[config.mk]
export PLATFORM = sky130hd
export DESIGN_NAME = multichan_shift_iir_flat
export DESIGN_NICKNAME = d
export VERILOG_FILES = /design/src/rtl/multichan_shift_iir_pkg.sv /design/src/rtl/multichan_shift_iir_if.sv /design/src/rtl/multichan_shift_iir_shift_step.sv /design/src/rtl/multichan_shift_iir.sv /design/src/flat_wrapper.sv
export SDC_FILE = /design/constraint.sdc
export NUM_CORES = 1
export LEC_CHECK = 0
export BUFFER_PORTS_ARGS = -buffer_cell sky130_fd_sc_hd__buf_2
export CAP_MARGIN = 20
export CELL_PAD_IN_SITES_DETAIL_PLACEMENT = 0
export CELL_PAD_IN_SITES_GLOBAL_PLACEMENT = 1
export CORE_MARGIN = 4
export CORE_UTILIZATION = 47
export CTS_BUF_LIST = sky130_fd_sc_hd__clkbuf_16
export CTS_CLUSTER_SIZE = 30
export DETAILED_ROUTE_END_ITERATION = 8
export GPL_TIMING_DRIVEN = 0
export PLACE_DENSITY = 0.89
export SKIP_CTS_REPAIR_TIMING = 1
export SLEW_MARGIN = 20
export SYNTH_ARGS = -nofsm -noshare
export SYNTH_HDL_FRONTEND = slang
export SYNTH_SLANG_ARGS = --single-unit
export TNS_END_PERCENT = 20
[constraint.sdc]
create_clock -name clk -period 5.6 [get_ports clk]
set_input_delay 0.56 -clock clk [delete_from_list [all_inputs] [get_ports clk]]
set_output_delay 0.56 -clock clk [all_outputs]
set_load 0.01 [all_outputs]
[src/rtl/multichan_shift_iir_pkg.sv]
// Shared types and width/limit helpers for the multi-channel shift IIR.
package iir_pkg;

    typedef enum logic [1:0] {IDLE, SUB, ACC} state_t;

    // Accumulator: DATAWIDTH integer bits above COEFWIDTH fractional bits.
    function automatic int acc_width(input int dw, input int cw);
        return dw + cw;
    endfunction

    // Width of one per-channel shift field (shift range 0..cw-1).
    function automatic int coef_width(input int cw);
        return (cw > 1) ? $clog2(cw) : 1;
    endfunction

    // Clamp limits of an accumulator of width accw in the given data mode.
    function automatic longint sat_max(input bit sgn, input int accw);
        return sgn ? ((longint'(1) <<< (accw - 1)) - 1) : ((longint'(1) <<< accw) - 1);
    endfunction

    function automatic longint sat_min(input bit sgn, input int accw);
        return sgn ? -(longint'(1) <<< (accw - 1)) : longint'(0);
    endfunction

endpackage

[src/rtl/multichan_shift_iir_if.sv]
// Request/result bundle between the sample front end and the filter.
interface iir_if #(
    parameter int NCH       = 4,
    parameter int DATAWIDTH = 16,
    parameter int COEFWIDTH = 16
);
    import iir_pkg::*;

    localparam int CWW = coef_width(COEFWIDTH);

    logic                     start;
    logic                     clr;
    logic [NCH*CWW-1:0]       coef;
    logic [NCH*DATAWIDTH-1:0] x;
    logic [NCH*DATAWIDTH-1:0] yout;
    logic                     busy;
    logic                     done;
    logic [NCH-1:0]           sat;

    modport master (output start, clr, coef, x, input yout, busy, done, sat);
    modport slave  (input start, clr, coef, x, output yout, busy, done, sat);

endinterface

[src/rtl/multichan_shift_iir_shift_step.sv]
// Combinational accumulate step: acc + (diff <<< shift), clamped to the acc range.
module iir_shift_step
    import iir_pkg::*;
#(
    parameter  int DATAWIDTH = 16,
    parameter  int COEFWIDTH = 16,
    localparam int ACCW      = acc_width(DATAWIDTH, COEFWIDTH),
    localparam int CWW       = coef_width(COEFWIDTH)
) (
    input  logic [ACCW-1:0]        i_acc,
    input  logic signed [DATAWIDTH:0] i_diff,
    input  logic [CWW-1:0]         i_shift,
    input  logic                   i_signed_mode,
    output logic [ACCW-1:0]        o_acc_next,
    output logic                   o_clamped
);
    // Two guard bits: one for the sign, one so acc + step cannot overflow.
    localparam int EXTW = ACCW + 2;
    localparam logic signed [EXTW-1:0] MAX_S = EXTW'(sat_max(1'b1, ACCW));
    localparam logic signed [EXTW-1:0] MIN_S = EXTW'(sat_min(1'b1, ACCW));
    localparam logic signed [EXTW-1:0] MAX_U = EXTW'(sat_max(1'b0, ACCW));
    localparam logic signed [EXTW-1:0] MIN_U = EXTW'(sat_min(1'b0, ACCW));

    logic signed [EXTW-1:0] w_acc_ext, w_step, w_sum, w_hi, w_lo;

    // Extend, add the shifted difference and clamp to the mode's range.
    always_comb begin
        w_acc_ext  = {{2{i_signed_mode & i_acc[ACCW-1]}}, i_acc};
        w_step     = {{(EXTW-DATAWIDTH-1){i_diff[DATAWIDTH]}}, i_diff} <<< i_shift;
        w_sum      = w_acc_ext + w_step;
        w_hi       = i_signed_mode ? MAX_S : MAX_U;
        w_lo       = i_signed_mode ? MIN_S : MIN_U;
        o_clamped  = 1'b0;
        o_acc_next = w_sum[ACCW-1:0];
        if (w_sum > w_hi) begin
            o_acc_next = w_hi[ACCW-1:0];
            o_clamped  = 1'b1;
        end else if (w_sum < w_lo) begin
            o_acc_next = w_lo[ACCW-1:0];
            o_clamped  = 1'b1;
        end
    end

endmodule

[src/rtl/multichan_shift_iir.sv]
// Time-multiplexed first-order shift IIR: one shared datapath, NCH accumulators.
// Each pass visits channels in order with a SUB cycle (difference) and an ACC cycle.
module multichan_shift_iir
    import iir_pkg::*;
#(
    parameter int NCH       = 4,
    parameter int DATAWIDTH = 16,
    parameter int COEFWIDTH = 16,
    parameter int SIGNED    = 0
) (
    input  logic clk,
    input  logic rst_n,
    iir_if.slave bus
);
    localparam int ACCW = acc_width(DATAWIDTH, COEFWIDTH);
    localparam int CWW  = coef_width(COEFWIDTH);
    localparam int CHW  = (NCH > 1) ? $clog2(NCH) : 1;
    localparam logic [CHW-1:0] LAST_CH = CHW'(NCH - 1);
    localparam logic SGN = (SIGNED != 0);

    state_t                         r_state, w_state_nxt;
    logic [CHW-1:0]                 r_ch;
    logic [NCH-1:0][DATAWIDTH-1:0]  r_x;
    logic [NCH-1:0][CWW-1:0]        r_coef;
    logic [NCH-1:0][ACCW-1:0]       r_acc;
    logic [NCH-1:0]                 r_sat;
    logic signed [DATAWIDTH:0]      r_diff;
    logic                           r_done;

    logic                           w_load, w_acc_en, w_last, w_clamped;
    logic [DATAWIDTH-1:0]           w_x_cur, w_y_cur;
    logic signed [DATAWIDTH:0]      w_x_ext, w_y_ext;
    logic [ACCW-1:0]                w_acc_next;

    // Current-channel operands; the extra bit keeps x - yout from wrapping.
    always_comb begin
        w_last  = (r_ch == LAST_CH);
        w_x_cur = r_x[r_ch];
        w_y_cur = r_acc[r_ch][ACCW-1 -: DATAWIDTH];
        w_x_ext = {SGN & w_x_cur[DATAWIDTH-1], w_x_cur};
        w_y_ext = {SGN & w_y_cur[DATAWIDTH-1], w_y_cur};
    end

    iir_shift_step #(
        .DATAWIDTH (DATAWIDTH),
        .COEFWIDTH (COEFWIDTH)
    ) u_step (
        .i_acc         (r_acc[r_ch]),
        .i_diff        (r_diff),
        .i_shift       (r_coef[r_ch]),
        .i_signed_mode (SGN),
        .o_acc_next    (w_acc_next),
        .o_clamped     (w_clamped)
    );

    // State register.
    always_ff @(posedge clk or negedge rst_n) begin
        if (!rst_n) r_state <= IDLE;
        else        r_state <= w_state_nxt;
    end

    // Next state and per-state strobes; start is only looked at in IDLE.
    always_comb begin
        w_state_nxt = r_state;
        w_load      = 1'b0;
        w_acc_en    = 1'b0;
        case (r_state)
            IDLE: if (bus.start) begin
                w_load      = 1'b1;
                w_state_nxt = SUB;
            end
            SUB:  w_state_nxt = ACC;
            ACC: begin
                w_acc_en    = 1'b1;
                w_state_nxt = w_last ? IDLE : SUB;
            end
            default: w_state_nxt = IDLE;
        endcase
    end

    // Snapshot inputs at start, step the channel counter, form the difference.
    always_ff @(posedge clk or negedge rst_n) begin
        if (!rst_n) begin
            r_x    <= '0;
            r_coef <= '0;
            r_ch   <= '0;
            r_diff <= '0;
            r_done <= 1'b0;
        end else begin
            if (w_load) begin
                r_x    <= bus.x;
                r_coef <= bus.coef;
                r_ch   <= '0;
            end else if (w_acc_en && !w_last) begin
                r_ch   <= r_ch + CHW'(1);
            end
            if (r_state == SUB) r_diff <= w_x_ext - w_y_ext;
            r_done <= w_acc_en && w_last;
        end
    end

    // Accumulators and sticky clamp flags; clr beats the ACC write.
    always_ff @(posedge clk or negedge rst_n) begin
        if (!rst_n) begin
            r_acc <= '0;
            r_sat <= '0;
        end else if (bus.clr) begin
            r_acc <= '0;
            r_sat <= '0;
        end else if (w_acc_en) begin
            if (r_coef[r_ch] == '0) begin
                r_acc[r_ch] <= '0;
            end else begin
                r_acc[r_ch] <= w_acc_next;
                if (w_clamped) r_sat[r_ch] <= 1'b1;
            end
        end
    end

    for (genvar c = 0; c < NCH; c++) begin : g_out
        assign bus.yout[c*DATAWIDTH +: DATAWIDTH] = r_acc[c][ACCW-1 -: DATAWIDTH];
    end

    assign bus.busy = (r_state != IDLE);
    assign bus.done = r_done;
    assign bus.sat  = r_sat;

endmodule

[src/flat_wrapper.sv]
// flat-port wrapper written by rule: the top's interface ports become plain ports
module multichan_shift_iir_flat import iir_pkg::*;
#(
    parameter int NCH       = 4,
    parameter int DATAWIDTH = 16,
    parameter int COEFWIDTH = 16,
    parameter int SIGNED    = 0
)
  (clk, rst_n, bus_start, bus_clr, bus_coef, bus_x, bus_yout, bus_busy, bus_done, bus_sat);
  iir_if #(.NCH(NCH), .DATAWIDTH(DATAWIDTH), .COEFWIDTH(COEFWIDTH)) bus_i ();
  input  logic clk;
  input  logic rst_n;
  input wire logic [$bits(bus_i.start)-1:0] bus_start;
  input wire logic [$bits(bus_i.clr)-1:0] bus_clr;
  input wire logic [$bits(bus_i.coef)-1:0] bus_coef;
  input wire logic [$bits(bus_i.x)-1:0] bus_x;
  output wire logic [$bits(bus_i.yout)-1:0] bus_yout;
  output wire logic [$bits(bus_i.busy)-1:0] bus_busy;
  output wire logic [$bits(bus_i.done)-1:0] bus_done;
  output wire logic [$bits(bus_i.sat)-1:0] bus_sat;
  assign bus_i.start = bus_start;
  assign bus_i.clr = bus_clr;
  assign bus_i.coef = bus_coef;
  assign bus_i.x = bus_x;
  assign bus_yout = bus_i.yout;
  assign bus_busy = bus_i.busy;
  assign bus_done = bus_i.done;
  assign bus_sat = bus_i.sat;
  multichan_shift_iir #(.NCH(NCH), .DATAWIDTH(DATAWIDTH), .COEFWIDTH(COEFWIDTH), .SIGNED(SIGNED)) u_core (.clk(clk), .rst_n(rst_n), .bus(bus_i));
endmodule
==> reports/metrics.cfg, run 1 <==
[run_status]
status = completed

[yosys]
synth_seq_cells = 234
synthTopCellsByArea = dfrtp_1, mux4_2, mux2_2, o21ai_0, ha_1
ys_types = 66
async_flop_share_pct = 100
synth_top_area_share_pct = 42.6
synthMuxAreaShare_pct = 19.1
synth-xor-area-share_pct = 2.42
synth_edf_count = 0
synth_ff_type = dfrtp_1
synth_area_um2 = 13800
synth_nets = 1455
yosysTopAreaCell = dfrtp_1
synthSimpleGateAreaFrac_pct = 9.18
synth_top_family_by_area = multiplexers
yosysMostFrequentCell = dfrtp_1
synth-compound-area-share_pct = 15.2
avgSynthCellArea_um2 = 10.5
seq_area_frac_synth_pct = 42.6
synthAdderAreaFrac_pct = 5.11
syn-instance-count = 1316
ys_warn_count = 0
netlist_top_cells_count = dfrtp_1, nand2_1, o21ai_0

[drt]
drc = 0
routedWlPerCell_um = 20.9
drt_iter0_drc = 839
firstDrtPassIters = 6
ant_nets = 0
vias_per_cell = 5.76
num_vias = 10969
wirelength_mm = 39.9

[timing]
finalCriticalPeriod_ns = 5.35
clock.fmax_ghz = 0.187
relSlewSlack_pct = 12.7
tns_ns = 0
maxSlewViolCount = 0
tightest_slew_ns = 1.31
fin_crit_sh_pct = 95.6
finalSetupViolations = 0
final_hold_viol_count = 0
skew_ns = 0.0140

[power]
leakage_nw = 7.42
ir_drop_v = 0.000357
powerDensity_nw_per_um2 = 680
p_switching_w = 0.00519
switching_share_pct = 47.4
clock_power_share_pct = 14.6
combPwrFrac_pct = 63.0
share_seq_of_total_power_pct = 22.4
intPower_w = 0.00576

[floorplanning]
dieArea_um2 = 32100
die_w_um = 179
die_height_um = 179
initial_core_util_pct = 47.8
core_area_um2 = 28800
ios = 154
placementRows = 62

[placement]
io_buffer_count = 152
gp_congestion = 0.932
hpwl_mm = 30.4
post-place-cells = 1854

[critical_path]
worst_r2r_path_depth = 17
crit_chain = buf_4 > mux4_2 > clkbuf_2 > mux2i_1 > mux2i_1 > mux2i_1 > o22ai_1 > ha_1 > a21oi_1 > nor3_1 > o21bai_1 > a31o_4 > a211oi_4 > o31ai_4 > a211o_2 > a221o_1 > a22o_1
crit_family = compound AO/OA/AOI/OAI gates
cp_data_arrival_time_ns = 5.77
slowest_delay_ns = 0.62
start_kind = register
cp_slowest_cell = mux4_2
r2r-end = u_core.bus.yout[43]$_DFFE_PN0P_
path_buf_inv = 2
rr_startpoint = u_core.r_ch[0]$_DFFE_PN0P_
crit_path_frequent_cell = mux2i_1
crit_fanout = 10
worstPathRequired_ns = 6.02
ff2ff_setup_slack_ns = 0.25
cp-end-kind = register
path_class = register to register

[global_route]
grt_pass1_wl_mm = 61.4
overflow = 0
antenna_found_initial = 2
grt_usage_pct = 24.7
grt_pass1_vias = 10770
grt_max_degree = 102

[min_path]
min_path_type = primary input to register
min_from = bus_coef[8]
hold_path_depth = 2
holdPathEnd = u_core.r_coef[8]$_DFFE_PN0P_

[clock_tree]
cts_root_buffer = clkbuf_16
h-tree-depth = 1
path_clk_slew_ns = 0.06
numCtsBuffers = 26
cts_buffer_depth = 3
cts_tree = done
cts.sinks = 234
insertion_delay_ns = 0.54

[flow_run]
cap_violations = 0

[layout]
drive_gt1_share_pct = 29.8
layout.cells.non_filler = 1903
synthToLayoutAreaGrowth_pct = 17.0
final_util_pct = 55.9
layout.nets = 1638

stage by stage:
| step | setup WS (ns) | hold slack (ns) | instance area, um2 | power (W) |
|---|---|---|---|---|
| finish | 0.249 | 0.261 | 16100 | 0.0109 |
| global route | -0.00470 | 0.248 | 16100 | 0.0117 |
| CTS | -0.436 | -0.102 | 15900 | 0.0106 |
| detailed placement | -0.416 | 0.464 | 15100 | 0.00902 |
| global placement | -0.409 | 0.456 | 15000 | 0.00891 |
| floorplan | 0.965 | 0.264 | 13800 | 0.00723 |
final cells by class:
type | count | area, um2
diodes | 1 | 2.50
plain buffers | 129 | 771
clock buffers | 27 | 676
clock inverters | 20 | 111
fillers | 2506 | 12700
inverters | 38 | 143
multi-input cells | 913 | 7200
flip-flops and latches | 234 | 5860
well taps | 384 | 480
repair buffers | 157 | 851
kinds of logic (layout without fill, tap and decap cells):
group,after synthesis,in the layout
mux,187,187
other cells,0,1
flops,234,234
xor+xnor,38,38
compound gates,344,344
buf+inv,169,371
simple gates,289,289
fa+ha+maj,55,55
worst max-delay path by stage:
stage          cells past startpoint                               to                       start  slack (ns)
2_1_floorplan                     18  u_core.bus.yout[27]$_DFFE_PN0P_  u_core.r_ch[0]$_DFFE_PN0P_        0.96
3_3_place_gp                      19   u_core.bus.yout[4]$_DFFE_PN0P_  u_core.r_ch[0]$_DFFE_PN0P_       -0.41
3_5_place_dp                      20   u_core.bus.yout[9]$_DFFE_PN0P_  u_core.r_ch[0]$_DFFE_PN0P_       -0.42
4_1_cts                           20   u_core.bus.yout[5]$_DFFE_PN0P_  u_core.r_ch[0]$_DFFE_PN0P_       -0.44
5_1_grt                           19   u_core.bus.yout[5]$_DFFE_PN0P_  u_core.r_ch[0]$_DFFE_PN0P_      -0.005
6_report                          17  u_core.bus.yout[43]$_DFFE_PN0P_  u_core.r_ch[0]$_DFFE_PN0P_        0.25
power by group through the flow:
stage	combinational (W)	sequential, W	clock [W]
2_1_floorplan	0.00486	0.00237	0
3_3_place_gp	0.00647	0.00244	0
3_5_place_dp	0.00654	0.00247	0
4_1_cts	0.00658	0.00245	0.00162
5_1_grt	0.00748	0.00250	0.00169
6_report	0.00690	0.00246	0.00159
registers in the layout, indices dropped and copies added, names as in the netlist, 2 cells and up:
signal,count
u_core.bus.sat,4
u_core.r_x,64
u_core.bus.yout,64
u_core.r_state,2
u_core.r_ch,2
u_core.r_acc,64
u_core.r_coef,16
u_core.r_diff,17
metal layers:
| layer | vias up | GRT usage (%) | wire length [um] |
|---|---|---|---|
| met5 | - | 0 | 12 |
| met4 | 2 | 5.55 | 949 |
| met3 | 65 | 5.74 | 2960 |
| met2 | 380 | 38.9 | 18400 |
| met1 | 5474 | 35.0 | 17500 |
| li1 | 5048 | - | - |
cell usage in the layout (no fill, tap or decap), drive strengths merged, types with 5 or more instances in the layout:
| cell | n |
|---|---|
| inv | 46 |
| clkinv | 9 |
| xnor2 | 20 |
| o21ai | 163 |
| nand2 | 168 |
| a211oi | 7 |
| o211ai | 6 |
| mux2i | 52 |
| o22ai | 8 |
| ha | 53 |
| o21bai | 7 |
| o21a | 6 |
| o31ai | 5 |
| mux4 | 52 |
| and2 | 5 |
| nor2 | 42 |
| nor2b | 10 |
| a31oi | 7 |
| a22o | 14 |
| nand3 | 21 |
| buf | 239 |
| a21o | 16 |
| a21oi | 80 |
| mux2 | 83 |
| clkbuf | 73 |
| xor2 | 18 |
| nor3 | 13 |
| dfrtp | 234 |
| nand2b | 5 |
Power figures use the tool's default switching activity.
==> run 2: changes to the inputs <==
Settings changed: BUFFER_PORTS_ARGS -buffer_cell sky130_fd_sc_hd__buf_2 to -buffer_cell sky130_fd_sc_hd__clkbuf_2.
==> reports/metrics.cfg, run 2 (synthesized netlist as in run 1, its figures left out) <==
[run_status]
status = finished with violations
violations = hold timing

[layout]
drive_gt1_share_pct = 30.3  ; +0.44 points
antennaDiodeCount = 0  ; -1
postLayoutCellArea_um2 = 16100  ; +0.32%
final_common_cell = dfrtp_1
layout_common_cells = dfrtp_1, nand2_1, clkbuf_2
layout.cells.non_filler = 1903  ; unchanged
layout.nets = 1638  ; unchanged
synthToLayoutAreaGrowth_pct = 17.3
fillers = 2508  ; +0.080%

[power]
total_power_w = 0.0110  ; +0.71%
leakage_nw = 7.39  ; -0.34%
powerDensity_nw_per_um2 = 683  ; +0.39%
ir_drop_v = 0.000330  ; -7.4%

[critical_path]
crit_chain = buf_4 > mux4_2 > clkbuf_2 > mux2i_1 > mux2i_1 > mux2i_1 > o22ai_1 > ha_1 > a21oi_1 > nor3_1 > o21bai_1 > a31o_4 > a211oi_4 > o31ai_4 > a211o_2 > a2111oi_4 > o21ai_1
crit_path_frequent_cell = mux2i_1
crit_fanout = 10  ; unchanged
cp_data_arrival_time_ns = 5.77  ; about the same
rr_startpoint = u_core.r_ch[0]$_DFFE_PN0P_
start_kind = register
slowest_delay_ns = 0.62  ; about the same
cp_slowest_cell = mux4_2
cp-startpoint = u_core.r_ch[0]$_DFFE_PN0P_
path_class = register to register
cp-end-kind = register
worst_r2r_path_depth = 17  ; unchanged
worstPathRequired_ns = 6.02  ; about the same

[clock_tree]
insertion_delay_ns = 0.56  ; +0.02 ns
path_clk_slew_ns = 0.06  ; about the same
numCtsBuffers = 26  ; unchanged
cts_root_buffer = clkbuf_16
cts_tree = done
h-tree-depth = 1  ; unchanged
cts.sinks = 234  ; unchanged
cts_buffer_depth = 3  ; unchanged

[timing]
maxSlewViolCount = 0  ; unchanged
clock.fmax_ghz = 0.187  ; about the same
fin_crit_sh_pct = 95.6  ; about the same
setup_ws_ns = 0.246  ; -0.00257 ns
skew_ns = 0.0262  ; +0.0122 ns
tightest_slew_ns = 1.33  ; +0.0194 ns
tns_ns = 0  ; unchanged
final_hold_viol_count = 4  ; +4
finalSetupViolations = 0  ; unchanged
whs_ns = -0.00916  ; -0.270 ns
relSlewSlack_pct = 11.4  ; -1.3 points
finalCriticalPeriod_ns = 5.35  ; +0.00257 ns

[drt]
ant_nets = 0  ; unchanged
num_vias = 10957  ; -0.11%
firstDrtPassIters = 5  ; -1
wirelength_mm = 40.4  ; +1.3%
drc = 0  ; unchanged
routedWlPerCell_um = 21.2  ; +1.3%
vias_per_cell = 5.76  ; -0.11%
drt_iter0_drc = 866  ; +3.2%

[floorplanning]
ios = 154  ; unchanged
initial_core_util_pct = 47.8  ; unchanged
die_height_um = 179  ; unchanged
dieArea_um2 = 32100  ; unchanged
placementRows = 62  ; unchanged
core_area_um2 = 28800  ; unchanged
die_w_um = 179  ; unchanged

[placement]
post-place-cells = 1854  ; unchanged
hpwl_mm = 30.7  ; +0.87%
io_buffer_count = 152  ; unchanged
placed_area_um2 = 15100  ; about the same
dpl_worst_slack_ns = -0.449  ; -0.0328 ns
gp_congestion = 0.929  ; -0.30%

[global_route]
overflow = 0  ; unchanged
grt_usage_pct = 25.2  ; +0.58 points
antenna_found_initial = 1  ; -1
grt_pass1_wl_mm = 62.6  ; +2.0%
grt_pass1_vias = 10955  ; +1.7%
grt_max_degree = 93  ; -8.8%

[min_path]
min_path_type = primary input to asynchronous set/reset pin

[flow_run]
cap_violations = 0  ; unchanged

-- run 2: cell count changes in the layout (fill, tap and decap cells not counted), sizes merged --
| cell | change |
|---|---|
| bufinv | +2 |
| clkinvlp | +1 |
| dlygate4sd3 | -1 |
| clkinv | +3 |
| inv | -4 |
| clkbuf | +149 |
| diode | -1 |
| buf | -149 |
-- run 2: layout make-up --
| type | count | area, um2 | area share, % |
|---|---|---|---|
| buffer | 128 | 778 | 4.82 |
| clock buffer | 26 | 651 | 4.03 |
| clock inverter | 22 | 203 | 1.26 |
| inverter | 38 | 143 | 0.883 |
| multi-input combinational | 913 | 7180 | 44.5 |
| sequential | 234 | 5860 | 36.3 |
| tap | 384 | 480 | 2.98 |
| timing repair buffer | 158 | 855 | 5.29 |
-- run 2: per-stage QoR --
step | utilization, % | hold WS [ns]
finish | 56.1 | -0.00916
global route | 56.1 | 0.0143
CTS | 55.3 | -0.0203
detailed placement | 52.4 | 0.465
global placement | 52.1 | 0.456
floorplan | - | 0.264
-- run 2: critical path: cells and delay by family (launching register included) --
| kind | cells | cell delay [ns] |
|---|---|---|
| mux | 4 | 1.25 |
| buf+inv | 2 | 0.49 |
| simple gates | 1 | 0.07 |
| flops | 1 | 0.38 |
| compound gates | 9 | 2.67 |
| fa+ha+maj | 1 | 0.35 |
-- run 2: worst paths after layout --
check / slack, ns / to
worst max register to register: 0.25 / u_core.bus.yout[46]$_DFFE_PN0P_
worst max-delay path: 0.25 / u_core.bus.yout[46]$_DFFE_PN0P_
worst min-delay path: -0.009 / u_core.bus.sat[2]$_DFFE_PN0P_
worst min register to register: 0.48 / u_core.r_acc[75]$_DFFE_PN0P_
min in group clk: 0.23 / u_core.r_x[18]$_DFFE_PN0P_
max in group asynchronous: 4.79 / u_core.r_x[11]$_DFFE_PN0P_
-- run 2: report_power, final --
group	total, W	internal [W]	switching [W]	leakage (nW)
sequential	0.00246	0.00216	0.000299	3.05
combinational	0.00686	0.00269	0.00417	3.93
clock	0.00171	0.000986	0.000721	0.420
total	0.0110	0.00583	0.00519	7.39
-- run 2: per-layer routing --
metal  track usage, %  wire, um  share of wire, %  vias up
li1                 -         -                 -     5070
met1             35.1     17500                43     5410
met2             40.2     18800                47      428
met3             6.68      3240               8.0       49
met4             5.24       831               2.1        0
met5                0         0                 0        -
